File: config.mk
export PLATFORM = sky130hd
export DESIGN_NAME = custom_axi_accum_engine_flat
export DESIGN_NICKNAME = d
export VERILOG_FILES = /design/src/rtl/custom_axi_accum_engine.sv /design/src/rtl/custom_axi_accum_engine_if.sv /design/src/flat_wrapper.sv
export SDC_FILE = /design/constraint.sdc
export NUM_CORES = 1
export LEC_CHECK = 0
export CAP_MARGIN = 20
export CORE_MARGIN = 2
export CORE_UTILIZATION = 40
export DETAILED_ROUTE_END_ITERATION = 7
export GPL_TIMING_DRIVEN = 0
export HOLD_SLACK_MARGIN = 0.08
export PLACE_DENSITY = 0.72
export SYNTH_ARGS = -nofsm -noshare
export SYNTH_HDL_FRONTEND = slang
export SYNTH_SLANG_ARGS = --single-unit
File: constraint.sdc
create_clock -name clk_i -period 3.35 [get_ports clk_i]
set_input_delay 0.5025 -clock clk_i [delete_from_list [all_inputs] [get_ports clk_i]]
set_output_delay 0.5025 -clock clk_i [all_outputs]
set_load 0.02 [all_outputs]
File: src/rtl/custom_axi_accum_engine.sv
// rtl/custom_axi_accum_engine.sv - iterative step accumulator; CUSTOM_AXI_ACCUM_OVF_ERR_EN enables overflow-to-ERROR
package custom_axi_ip_pkg;
    typedef enum logic [1:0] {
        IDLE  = 2'd0,
        BUSY  = 2'd1,
        DONE  = 2'd2,
        ERROR = 2'd3
    } status_e;
endpackage

module custom_axi_accum_engine
    import custom_axi_ip_pkg::*;
#(
    parameter int DATA_WIDTH = 32,
    parameter int STEP_WIDTH = 8,
    parameter int CNT_WIDTH  = 8
) (
    input  logic                       clk_i,
    input  logic                       rst_ni,
    custom_axi_accum_engine_if.slave   bus,
    output status_e                    status_o
);
    status_e               state_q, state_d;
    logic [DATA_WIDTH-1:0] acc_q, acc_d;
    logic [STEP_WIDTH-1:0] step_q, step_d;
    logic [CNT_WIDTH-1:0]  rem_q, rem_d;
    logic                  ready_q, ready_d;
    logic                  valid_q, valid_d;
    logic [DATA_WIDTH-1:0] sum_lo;
`ifdef CUSTOM_AXI_ACCUM_OVF_ERR_EN
    logic                  carry;

    assign {carry, sum_lo} = {1'b0, acc_q} + (DATA_WIDTH + 1)'(step_q);
`else
    assign sum_lo = acc_q + DATA_WIDTH'(step_q);
`endif

    always_comb begin
        state_d = state_q;
        acc_d   = acc_q;
        step_d  = step_q;
        rem_d   = rem_q;
        case (state_q)
            IDLE: begin
                if (bus.in_valid_i && ready_q) begin
                    acc_d   = bus.in_data_i;
                    step_d  = bus.in_step_i;
                    rem_d   = bus.in_count_i;
                    state_d = (bus.in_count_i == '0) ? DONE : BUSY;
                end
            end
            BUSY: begin
`ifdef CUSTOM_AXI_ACCUM_OVF_ERR_EN
                if (carry) begin
                    state_d = ERROR;
                end else begin
                    acc_d = sum_lo;
                    rem_d = rem_q - CNT_WIDTH'(1);
                    if (rem_q == CNT_WIDTH'(1)) state_d = DONE;
                end
`else
                acc_d = sum_lo;
                rem_d = rem_q - CNT_WIDTH'(1);
                if (rem_q == CNT_WIDTH'(1)) state_d = DONE;
`endif
            end
            DONE: begin
                if (bus.out_ready_i) state_d = IDLE;
            end
            ERROR: begin
                if (bus.err_clr_i) state_d = IDLE;
            end
            default: begin
`ifdef CUSTOM_AXI_ACCUM_OVF_ERR_EN
                state_d = ERROR;
`else
                state_d = IDLE;
`endif
            end
        endcase
        // Handshake flags track the next state so they change on the same edge as status_o.
        ready_d = (state_d == IDLE);
        valid_d = (state_d == DONE);
    end

    always_ff @(posedge clk_i or negedge rst_ni) begin
        if (!rst_ni) begin
            state_q <= IDLE;
            acc_q   <= '0;
            step_q  <= '0;
            rem_q   <= '0;
            ready_q <= 1'b0;
            valid_q <= 1'b0;
        end else begin
            state_q <= state_d;
            acc_q   <= acc_d;
            step_q  <= step_d;
            rem_q   <= rem_d;
            ready_q <= ready_d;
            valid_q <= valid_d;
        end
    end

    assign bus.in_ready_o  = ready_q;
    assign bus.out_valid_o = valid_q;
    assign bus.out_data_o  = acc_q;
    assign status_o        = state_q;
endmodule

File: src/rtl/custom_axi_accum_engine_if.sv
// rtl/custom_axi_accum_engine_if.sv - request/result handshake bundle for the accumulate engine
interface custom_axi_accum_engine_if #(
    parameter int DATA_WIDTH = 32,
    parameter int STEP_WIDTH = 8,
    parameter int CNT_WIDTH  = 8
);
    logic                  in_valid_i;
    logic                  in_ready_o;
    logic [DATA_WIDTH-1:0] in_data_i;
    logic [STEP_WIDTH-1:0] in_step_i;
    logic [CNT_WIDTH-1:0]  in_count_i;
    logic                  out_valid_o;
    logic                  out_ready_i;
    logic [DATA_WIDTH-1:0] out_data_o;
    logic                  err_clr_i;

    modport master (
        output in_valid_i, in_data_i, in_step_i, in_count_i, out_ready_i, err_clr_i,
        input  in_ready_o, out_valid_o, out_data_o
    );

    modport slave (
        input  in_valid_i, in_data_i, in_step_i, in_count_i, out_ready_i, err_clr_i,
        output in_ready_o, out_valid_o, out_data_o
    );
endinterface

File: src/flat_wrapper.sv
// flat-port wrapper written by rule: the top's interface ports become plain ports
module custom_axi_accum_engine_flat import custom_axi_ip_pkg::*;
#(
    parameter int DATA_WIDTH = 32,
    parameter int STEP_WIDTH = 8,
    parameter int CNT_WIDTH  = 8
)
  (clk_i, rst_ni, status_o, bus_in_valid_i, bus_in_data_i, bus_in_step_i, bus_in_count_i, bus_out_ready_i, bus_err_clr_i, bus_in_ready_o, bus_out_valid_o, bus_out_data_o);
  custom_axi_accum_engine_if #(.DATA_WIDTH(DATA_WIDTH), .STEP_WIDTH(STEP_WIDTH), .CNT_WIDTH(CNT_WIDTH)) bus_i ();
  input  logic clk_i;
  input  logic rst_ni;
  output status_e status_o;
  input wire logic [$bits(bus_i.in_valid_i)-1:0] bus_in_valid_i;
  input wire logic [$bits(bus_i.in_data_i)-1:0] bus_in_data_i;
  input wire logic [$bits(bus_i.in_step_i)-1:0] bus_in_step_i;
  input wire logic [$bits(bus_i.in_count_i)-1:0] bus_in_count_i;
  input wire logic [$bits(bus_i.out_ready_i)-1:0] bus_out_ready_i;
  input wire logic [$bits(bus_i.err_clr_i)-1:0] bus_err_clr_i;
  output wire logic [$bits(bus_i.in_ready_o)-1:0] bus_in_ready_o;
  output wire logic [$bits(bus_i.out_valid_o)-1:0] bus_out_valid_o;
  output wire logic [$bits(bus_i.out_data_o)-1:0] bus_out_data_o;
  assign bus_i.in_valid_i = bus_in_valid_i;
  assign bus_i.in_data_i = bus_in_data_i;
  assign bus_i.in_step_i = bus_in_step_i;
  assign bus_i.in_count_i = bus_in_count_i;
  assign bus_i.out_ready_i = bus_out_ready_i;
  assign bus_i.err_clr_i = bus_err_clr_i;
  assign bus_in_ready_o = bus_i.in_ready_o;
  assign bus_out_valid_o = bus_i.out_valid_o;
  assign bus_out_data_o = bus_i.out_data_o;
  custom_axi_accum_engine #(.DATA_WIDTH(DATA_WIDTH), .STEP_WIDTH(STEP_WIDTH), .CNT_WIDTH(CNT_WIDTH)) u_core (.clk_i(clk_i), .rst_ni(rst_ni), .bus(bus_i), .status_o(status_o));
endmodule
* After elaboration in Yosys (flattened, before gate mapping)
Cells that the tools add are included.
W data, S select, Z words.
** Cells by class
- Add/sub/neg operators :: 2
- Multipliers :: 0
- Div/mod/pow operators :: 0
- $lt $le $gt $ge :: 0
- Equality and inequality tests :: 6
- Shift-type cells :: 0
- Multiplexer cells :: 10
- Bitwise logic cells :: 0
- Reductions and logical operators :: 7
** Operators by type and width (number)
- $pmux W32 S2 :: 1
- $add A32 B8 Y32 :: 1
- $mux W32 :: 1
- $pmux W8 S2 :: 1
- $mux W2 :: 5
- $eq A8 B1 Y1 const B :: 1
- $logic_not A8 Y1 :: 1
- $mux W8 :: 1
- $pmux W2 S4 :: 1
- $sub A8 B1 Y8 const B :: 1
- $eq A2 B2 Y1 const B :: 3
- $logic_not A2 Y1 :: 2
- $reduce_and A2 Y1 :: 2
- $eq A2 B1 Y1 const B :: 1
- $ne A2 B1 Y1 const B :: 1
- $reduce_bool A2 Y1 :: 1
- $logic_and A1 B1 Y1 :: 1
** Word-level totals
- Flip-flop bits (word level) :: 52
- Latch bits :: 0
- RAM bits :: 0
- ROM bits :: 0
- Memories kept :: 0

* Depth between registers and ports, before layout
Gate-level depths: netlist of run 1.
- Depth after elaboration :: 5
- Depth in mapped cells :: 7
- Gate-level depth less buffers :: 7

* Least setup slack after synthesis of run 1
OpenSTA, ideal clock, no wires.
- Kind :: register -> register
- From :: register u_core.acc_q[0], in the netlist u_core.bus.out_data_o[0]
- To :: register u_core.acc_q[28], in the netlist u_core.bus.out_data_o[28]
- Library setup time :: 120 ps
- Arrival time :: 2255 ps
- Data required time :: 3230 ps
- Setup slack :: 974 ps
- Stages on the path, launching flop included :: 8
- Path buffers :: 0
- Clock period less this slack :: 2376 ps
- Cells stage by stage :: dfrtp_1 > ha_1 > fa_1 > a211oi_1 > o21ai_0 > a21boi_0 > o21ai_0 > o211a_1
** Between the ends
- Word-level cells in the longest chain between the ends :: 2
** RTL lines
- from (decl) :: RTL line custom_axi_accum_engine.sv:24 : logic [DATA_WIDTH-1:0] acc_q, acc_d;
- from (signal assigned) :: RTL line custom_axi_accum_engine.sv:89 : acc_q <= '0;
- from (signal assigned) :: RTL line custom_axi_accum_engine.sv:96 : acc_q <= acc_d;
- $add A32 B8 Y32 :: RTL line custom_axi_accum_engine.sv:35 : assign sum_lo = acc_q + DATA_WIDTH'(step_q);
- $pmux W32 S2 :: RTL line custom_axi_accum_engine.sv:43 : case (state_q)
Every way passes these cells.
A chain may end at the register's enable or synchronous reset.

* Worst setup path in the final report of run 1
Same ends and word-level chain as after synthesis.

==> results.tsv, run 1 <==
stage	metric	value	unit
status	status	completed	
global_routing	grt_start_max_net_pins	36	
final_layout	drive_gt1_share	4.018	%
die	placementRows	31	
power	p_per_area	982.6	mW/mm²
critical_path	rrSetupSlack	0.64	ns
die	coreArea	0.007370	mm²
power	ir_drop	508.7	µV
critical_path	rr_startpoint	u_core.bus.out_data_o[0]$_DFFE_PN0P_	
cts	cts_tree	done	
critical_path	crit_top_cell	o21ai_0	
placement	post-place-ws	0.3916	ns
die	io_pins	89	
cts	clockBufferDepth	2	
final_layout	n_fill_cell	668	
routing	drc_errors	0	
cts	cts_made_buffers	5	
routing	wl_per_cell	17.19	µm
routing	vias	3214	
logic_synthesis	yosys_warnings	0	
power	p_total	4.152	mW
logic_synthesis	async_flop_share	100.0	%
logic_synthesis	synth_edf_count	0	
placement	portBuffers	88	
timing	finClkSkew	0.01126	ns
die	die-area	0.008416	mm²
cts	cts.sinks	52	
final_layout	finalNetCount	511	
timing	rsz0062_at_grt	no	
logic_synthesis	ys_types	54	
routing	wl	9404	µm
flow_run	maxCapViolCount	0	
cts	clk-insertion-delay-late	0.31	ns
timing	worst_pin_slew	0.6666	ns
timing	min_period_over_period	80.84	%
placement	gp_congestion	0.8842	
critical_path	cp.arrival	2.91	ns
timing	max_freq	369.3	MHz
global_routing	gr-total-overflow	0	
routing	postRouteAntennaNets	0	
critical_path	crit_path_top_delay_cell	a21boi_0	
routing	dr.pass1.iters	5	
timing	hold_ws	0.1190	ns
timing	final_max_slew_viol_count	0	
critical_path	max_stage_delay	0.57	ns
logic_synthesis	syn_area	0.003079	mm²
timing	relSlewSlack	55.15	%
critical_path	r2r_end	u_core.bus.out_data_o[28]$_DFFE_PN0P_	
global_routing	grt_pass1_wl	14900	µm
logic_synthesis	syn_avg_cell_area	8.773	µm²
routing	drt-vias-per-instance	5.876	
global_routing	grt_pass1_vias	3041	
die	die_h	91.74	µm
placement	place_area	0.004099	mm²
timing	setup_viol	0	
critical_path	cp.required	3.55	ns
routing	drt_iter0_markers	223	
logic_synthesis	synth-main-ff-cell	dfrtp_1	
cts	ctsHoldBuffers	0	
global_routing	track_usage	22.22	%
final_layout	num_antenna_cells	0	
min_path	hold_path_class	in2async	
placement	dp_hpwl	7116	µm
logic_synthesis	postSynthCellCount	351	
timing	layout_setup_ws	0.6418	ns
logic_synthesis	ys_seq_area_share	42.26	%
final_layout	stdcell_area	0.004225	mm²
critical_path	cp_max_fo	5	
timing	hold_viol	0	
critical_path	reg2reg_depth	7	
cts	cts-htree-levels	2	
cts	postCtsSetupBuffers	0	
die	die_w	91.74	µm
logic_synthesis	synth_nets	415	
critical_path	start_kind	flip-flop	
critical_path	worst_setup_path_end_kind	flip-flop	
power	power.leakage	1.623	nW
timing	fin_crit	2.708	ns
critical_path	crit_chain	ha_1, fa_1, a211oi_1, o21ai_0, a21boi_0, o21ai_0, o211a_1	
critical_path	crit_type	reg2reg	
cts	post_cts_resize_count	0	
logic_synthesis	synth_seq_cells	52	
cts	clk_pin_slew	0.09	ns
global_routing	antenna_found_initial	0	
final_layout	area_growth_syn_to_layout	37.22	%
cts	cts-root-buf	clkbuf_8	
timing	tns	0	ns
die	start_util	41.78	%
[area by class of cell]
class | instances | area (µm²) | area share, %
Clock inverter | 1 | 30.03 | 0.7107
Multi-Input combinational cell | 279 | 1703 | 40.30
Clock buffer | 7 | 96.34 | 2.280
Sequential cell | 52 | 1301 | 30.80
Timing Repair Buffer | 89 | 895.9 | 21.20
Inverter | 4 | 15.01 | 0.3553
Buffer | 16 | 60.06 | 1.421
Tap cell | 99 | 123.9 | 2.932
[kinds of logic (layout without fill, tap and decap cells)]
family	after synthesis	count (layout)	synth area share, %
multiplexers	1	1	0.3251
adder cells (fa/ha/maj)	11	11	4.714
AND/OR/NAND/NOR	159	159	25.07
AO/OA/AOI/OAI	101	101	23.20
flip-flops	52	52	42.26
buffers and inverters	20	117	2.438
XOR/XNOR	7	7	1.991
[worst max path at each step]
| stage | from | endpoint | slack, ns | cells after the start |
|---|---|---|---|---|
| 3_3_place_gp | rst_ni | u_core.bus.out_data_o[15]$_DFFE_PN0P_ | 0.13 | 1 |
| 2_1_floorplan | u_core.bus.out_data_o[0]$_DFFE_PN0P_ | u_core.bus.out_data_o[28]$_DFFE_PN0P_ | 0.97 | 7 |
| 4_1_cts | u_core.bus.out_data_o[0]$_DFFE_PN0P_ | u_core.bus.out_data_o[28]$_DFFE_PN0P_ | 0.66 | 7 |
| 3_5_place_dp | bus_in_valid_i | u_core.rem_q[3]$_DFFE_PN0P_ | 0.39 | 7 |
| 5_1_grt | u_core.bus.out_data_o[0]$_DFFE_PN0P_ | u_core.bus.out_data_o[28]$_DFFE_PN0P_ | 0.42 | 7 |
| 6_report | u_core.bus.out_data_o[0]$_DFFE_PN0P_ | u_core.bus.out_data_o[28]$_DFFE_PN0P_ | 0.64 | 7 |
[synth_stat cells (all sizes together), types with 3 or more instances]
library cell / n / area share (%)
inv: 4 / 0.49
and2: 3 / 0.65
clkbuf: 15 / 1.8
dfrtp: 52 / 42
a211oi: 10 / 2.4
nand3: 11 / 1.8
a311oi: 6 / 1.7
ha: 10 / 4.1
o21ai: 16 / 2.6
nand2: 57 / 7.0
xor2: 5 / 1.4
a22oi: 6 / 1.5
o311ai: 6 / 1.7
nor4: 6 / 1.7
o32ai: 3 / 0.85
nor2: 43 / 5.2
o211ai: 12 / 2.9
a21oi: 13 / 2.1
o22ai: 7 / 1.4
nor3: 12 / 2.0
or3: 4 / 0.81
nand4: 7 / 2.1
a31oi: 4 / 0.81
nand2b: 4 / 0.81
[cells in the final DEF (no fill, tap or decap), types with 3 or more instances in the layout]
cell type and instances:
nand3_1 11, a211oi_1 10, dfrtp_1 52, a21oi_1 13, ha_1 10, clkdlybuf4s50_1 87, o21ai_0 16, a22oi_1 6
nor2_1 43, o22ai_1 7, xor2_1 5, clkbuf_1 15, nand4_1 5, clkbuf_8 7, inv_1 4, nand2_1 56
a31oi_1 4, o311ai_0 6, o211ai_1 12, nor4_1 5, a311oi_1 6, o32ai_1 3, or3_1 4, nor3_1 12
nand2b_1 4
[through the flow]
step	utilization, %	cells
after detailed placement	55.62	539
final	57.33	547
after CTS	57.33	547
after global placement	55.42	538
after global routing	57.33	547
after floorplan	-	351
[critical path, delay by kind of cell (launching register included)]
kind                       cells  cell delay [ns]
AOI/OAI and AO/OA              5             1.51
DFF                            1             0.41
adders and majority gates      2             0.68
[registers in the layout, summed over array words and instances (netlist names)]
name                    cells
u_core.bus.out_data_o      32
u_core.rem_q                8
u_core.step_q               8
u_core.bus.out_valid_o      1
u_core.status_o             2
u_core.bus.in_ready_o       1
[where the power goes]
| part | switching, mW | internal [mW] |
|---|---|---|
| sequential | 0.367 | 0.934 |
| combinational | 1.35 | 1.03 |
| clock | 0.214 | 0.264 |
[per-layer routing]
| metal | track usage [%] | part of all wire (%) |
|---|---|---|
| met4 | 6.468 | 1.4 |
| met3 | 3.287 | 6.0 |
| met5 | 0 | 0 |
| met2 | 37.93 | 48 |
| met1 | 29.33 | 44 |
Power figures use the tool's default switching activity.
==> inputs of run 2 (changes only) <==
--- a/config.mk
+++ b/config.mk
@@ -11,7 +11,7 @@
 export DETAILED_ROUTE_END_ITERATION = 7
 export GPL_TIMING_DRIVEN = 0
 export HOLD_SLACK_MARGIN = 0.08
-export PLACE_DENSITY = 0.72
+export PLACE_DENSITY = 0.75
 export SYNTH_ARGS = -nofsm -noshare
 export SYNTH_HDL_FRONTEND = slang
 export SYNTH_SLANG_ARGS = --single-unit
==> constraint.sdc (replaced) <==
create_clock -name clk_i -period 2.3 [get_ports clk_i]
set_input_delay 0.345 -clock clk_i [delete_from_list [all_inputs] [get_ports clk_i]]
set_output_delay 0.345 -clock clk_i [all_outputs]
set_load 0.02 [all_outputs]
==> results.tsv, run 2 (same netlist as run 1, synthesis figures left out) <==
stage	metric	value	unit
status	status	completed	
power	p_per_area	1425	mW/mm²
timing	fin_crit	2.215	ns
timing	max_freq	451.6	MHz
die	placementRows	31	
critical_path	cp.required	2.54	ns
final_layout	final_common_cell	clkdlybuf4s50_1	
cts	clk-insertion-delay-late	0.31	ns
timing	hold_viol	0	
critical_path	crit_type	reg2reg	
final_layout	most-common-layout-cells	clkdlybuf4s50_1 (87), nand2_1 (56), dfrtp_1 (50)	
min_path	whs_path_depth	2	
critical_path	cp_max_fo	6	
global_routing	grt_start_max_net_pins	37	
timing	tns	0	ns
placement	post-place-ws	-0.5038	ns
cts	cts-htree-levels	2	
final_layout	drive_gt1_share	8.241	%
placement	portBuffers	88	
global_routing	track_usage	22.94	%
critical_path	r2r_end	u_core.bus.out_data_o[31]$_DFFE_PN0P_	
cts	cts-root-buf	clkbuf_8	
min_path	hold_path_class	reg2reg	
timing	final_max_slew_viol_count	0	
critical_path	start_kind	flip-flop	
routing	wl_met1	4112	µm
routing	postRouteAntennaNets	0	
routing	top_layer_used	met4	
cts	clockBufferDepth	2	
routing	wl_met2	4620	µm
timing	setup_viol	0	
cts	cts_tree	done	
critical_path	reg2reg_depth	6	
global_routing	antenna_found_initial	0	
timing	worst_pin_slew	0.6329	ns
critical_path	rrSetupSlack	0.09	ns
min_path	hp-start	u_core.step_q[5]$_DFFE_PN0P_	
final_layout	largest_register_ffs	32	
flow_run	maxCapViolCount	0	
die	die_w	91.74	µm
final_layout	area_growth_syn_to_layout	39.78	%
routing	drt_iter0_markers	332	
die	die-area	0.008416	mm²
final_layout	num_antenna_cells	0	
global_routing	grt_pass1_vias	3163	
timing	finClkSkew	0.01385	ns
cts	cts_made_buffers	5	
global_routing	gr-total-overflow	0	
timing	min_period_over_period	96.28	%
cts	cts.sinks	52	
die	coreArea	0.007370	mm²
routing	vias	3262	
routing	met3WireLength	652	µm
placement	dp_hpwl	7128	µm
timing	relSlewSlack	57.80	%
critical_path	worst_setup_path_end_kind	flip-flop	
placement	place_area	0.004099	mm²
critical_path	rr_startpoint	u_core.bus.out_data_o[1]$_DFFE_PN0P_	
final_layout	stdcell_area	0.004304	mm²
routing	drc_errors	0	
final_layout	finalNetCount	513	
power	ir_drop	704.4	µV
die	start_util	41.78	%
routing	dr.pass1.iters	5	
routing	wl	9530	µm
routing	wl_per_cell	17.39	µm
cts	clk_pin_slew	0.10	ns
routing	drt-vias-per-instance	5.953	
placement	gp_congestion	0.8769	
critical_path	cp.arrival	2.45	ns
global_routing	grt_pass1_wl	15480	µm
die	die_h	91.74	µm
die	io_pins	89	
power	power.leakage	1.625	nW
min_path	min_to	u_core.step_q[5]$_DFFE_PN0P_	
timing	layout_setup_ws	0.08546	ns
[run 2: through the flow]
stage | utilization, % | total power, mW | hold WS [ns] | std cells
finish | 58.40 | 6.131 | 0.4897 | 548
global route | 58.40 | 6.613 | 0.5160 | 548
CTS | 57.10 | 5.922 | 0.4945 | 547
detailed placement | 55.62 | 5.349 | 0.3013 | 539
global placement | 55.42 | 5.229 | 0.4686 | 538
floorplan | - | 3.997 | 0.04941 | 351
[run 2: final cells by class]
class | count | area [µm²]
multi-input cells | 279 | 1803
clock buffers | 6 | 72.57
repair buffers | 92 | 920.9
fillers | 655 | 3065
plain buffers | 15 | 60.06
inverters | 4 | 15.01
flip-flops and latches | 52 | 1304
clock inverters | 1 | 5.005
well taps | 99 | 123.9
[run 2: power breakdown]
group	switching (mW)	internal (mW)	total [mW]
clock network	0.304	0.208	0.512
logic	2.02	1.64	3.66
registers	0.596	1.36	1.96
total	2.92	3.21	6.13
[run 2: metal layers]
metal / global-route usage, % / vias up
li1: - / 1513
met3: 3.944 / 15
met4: 5.597 / 0
met5: 0 / -
met1: 30.44 / 1588
met2: 39.09 / 146
[run 2: worst max-delay path by stage]
stage                                                  to  cells past startpoint                            startpoint  slack [ns]
finish              u_core.bus.out_data_o[31]$_DFFE_PN0P_                      6  u_core.bus.out_data_o[1]$_DFFE_PN0P_        0.09
global route        u_core.bus.out_data_o[31]$_DFFE_PN0P_                      6  u_core.bus.out_data_o[1]$_DFFE_PN0P_      -0.008
CTS                 u_core.bus.out_data_o[31]$_DFFE_PN0P_                      6  u_core.bus.out_data_o[2]$_DFFE_PN0P_        0.03
detailed placement            u_core.rem_q[3]$_DFFE_PN0P_                      7                        bus_in_valid_i       -0.50
global placement    u_core.bus.out_data_o[15]$_DFFE_PN0P_                      1                                rst_ni       -0.74
floorplan           u_core.bus.out_data_o[28]$_DFFE_PN0P_                      7  u_core.bus.out_data_o[0]$_DFFE_PN0P_        0.03
[run 2: worst max-delay path, stage by stage (launching register included)]
cell and delay (ns):
dfrtp_1 0.45, ha_1 0.35, a211oi_2 0.09, o211ai_1 0.33, a31oi_4 0.18, or4_1 0.53, a211oi_2 0.23
[run 2: timing repair]
action / in CTS / in global routing
gates resized for setup: 9 / 16
pin swaps: 1 / 3
hold buffers: 1 / 0
buffers inserted: 0 / 2
endpoints found under the setup margin: 24 / 15
hold endpoints to repair: 16 / 0
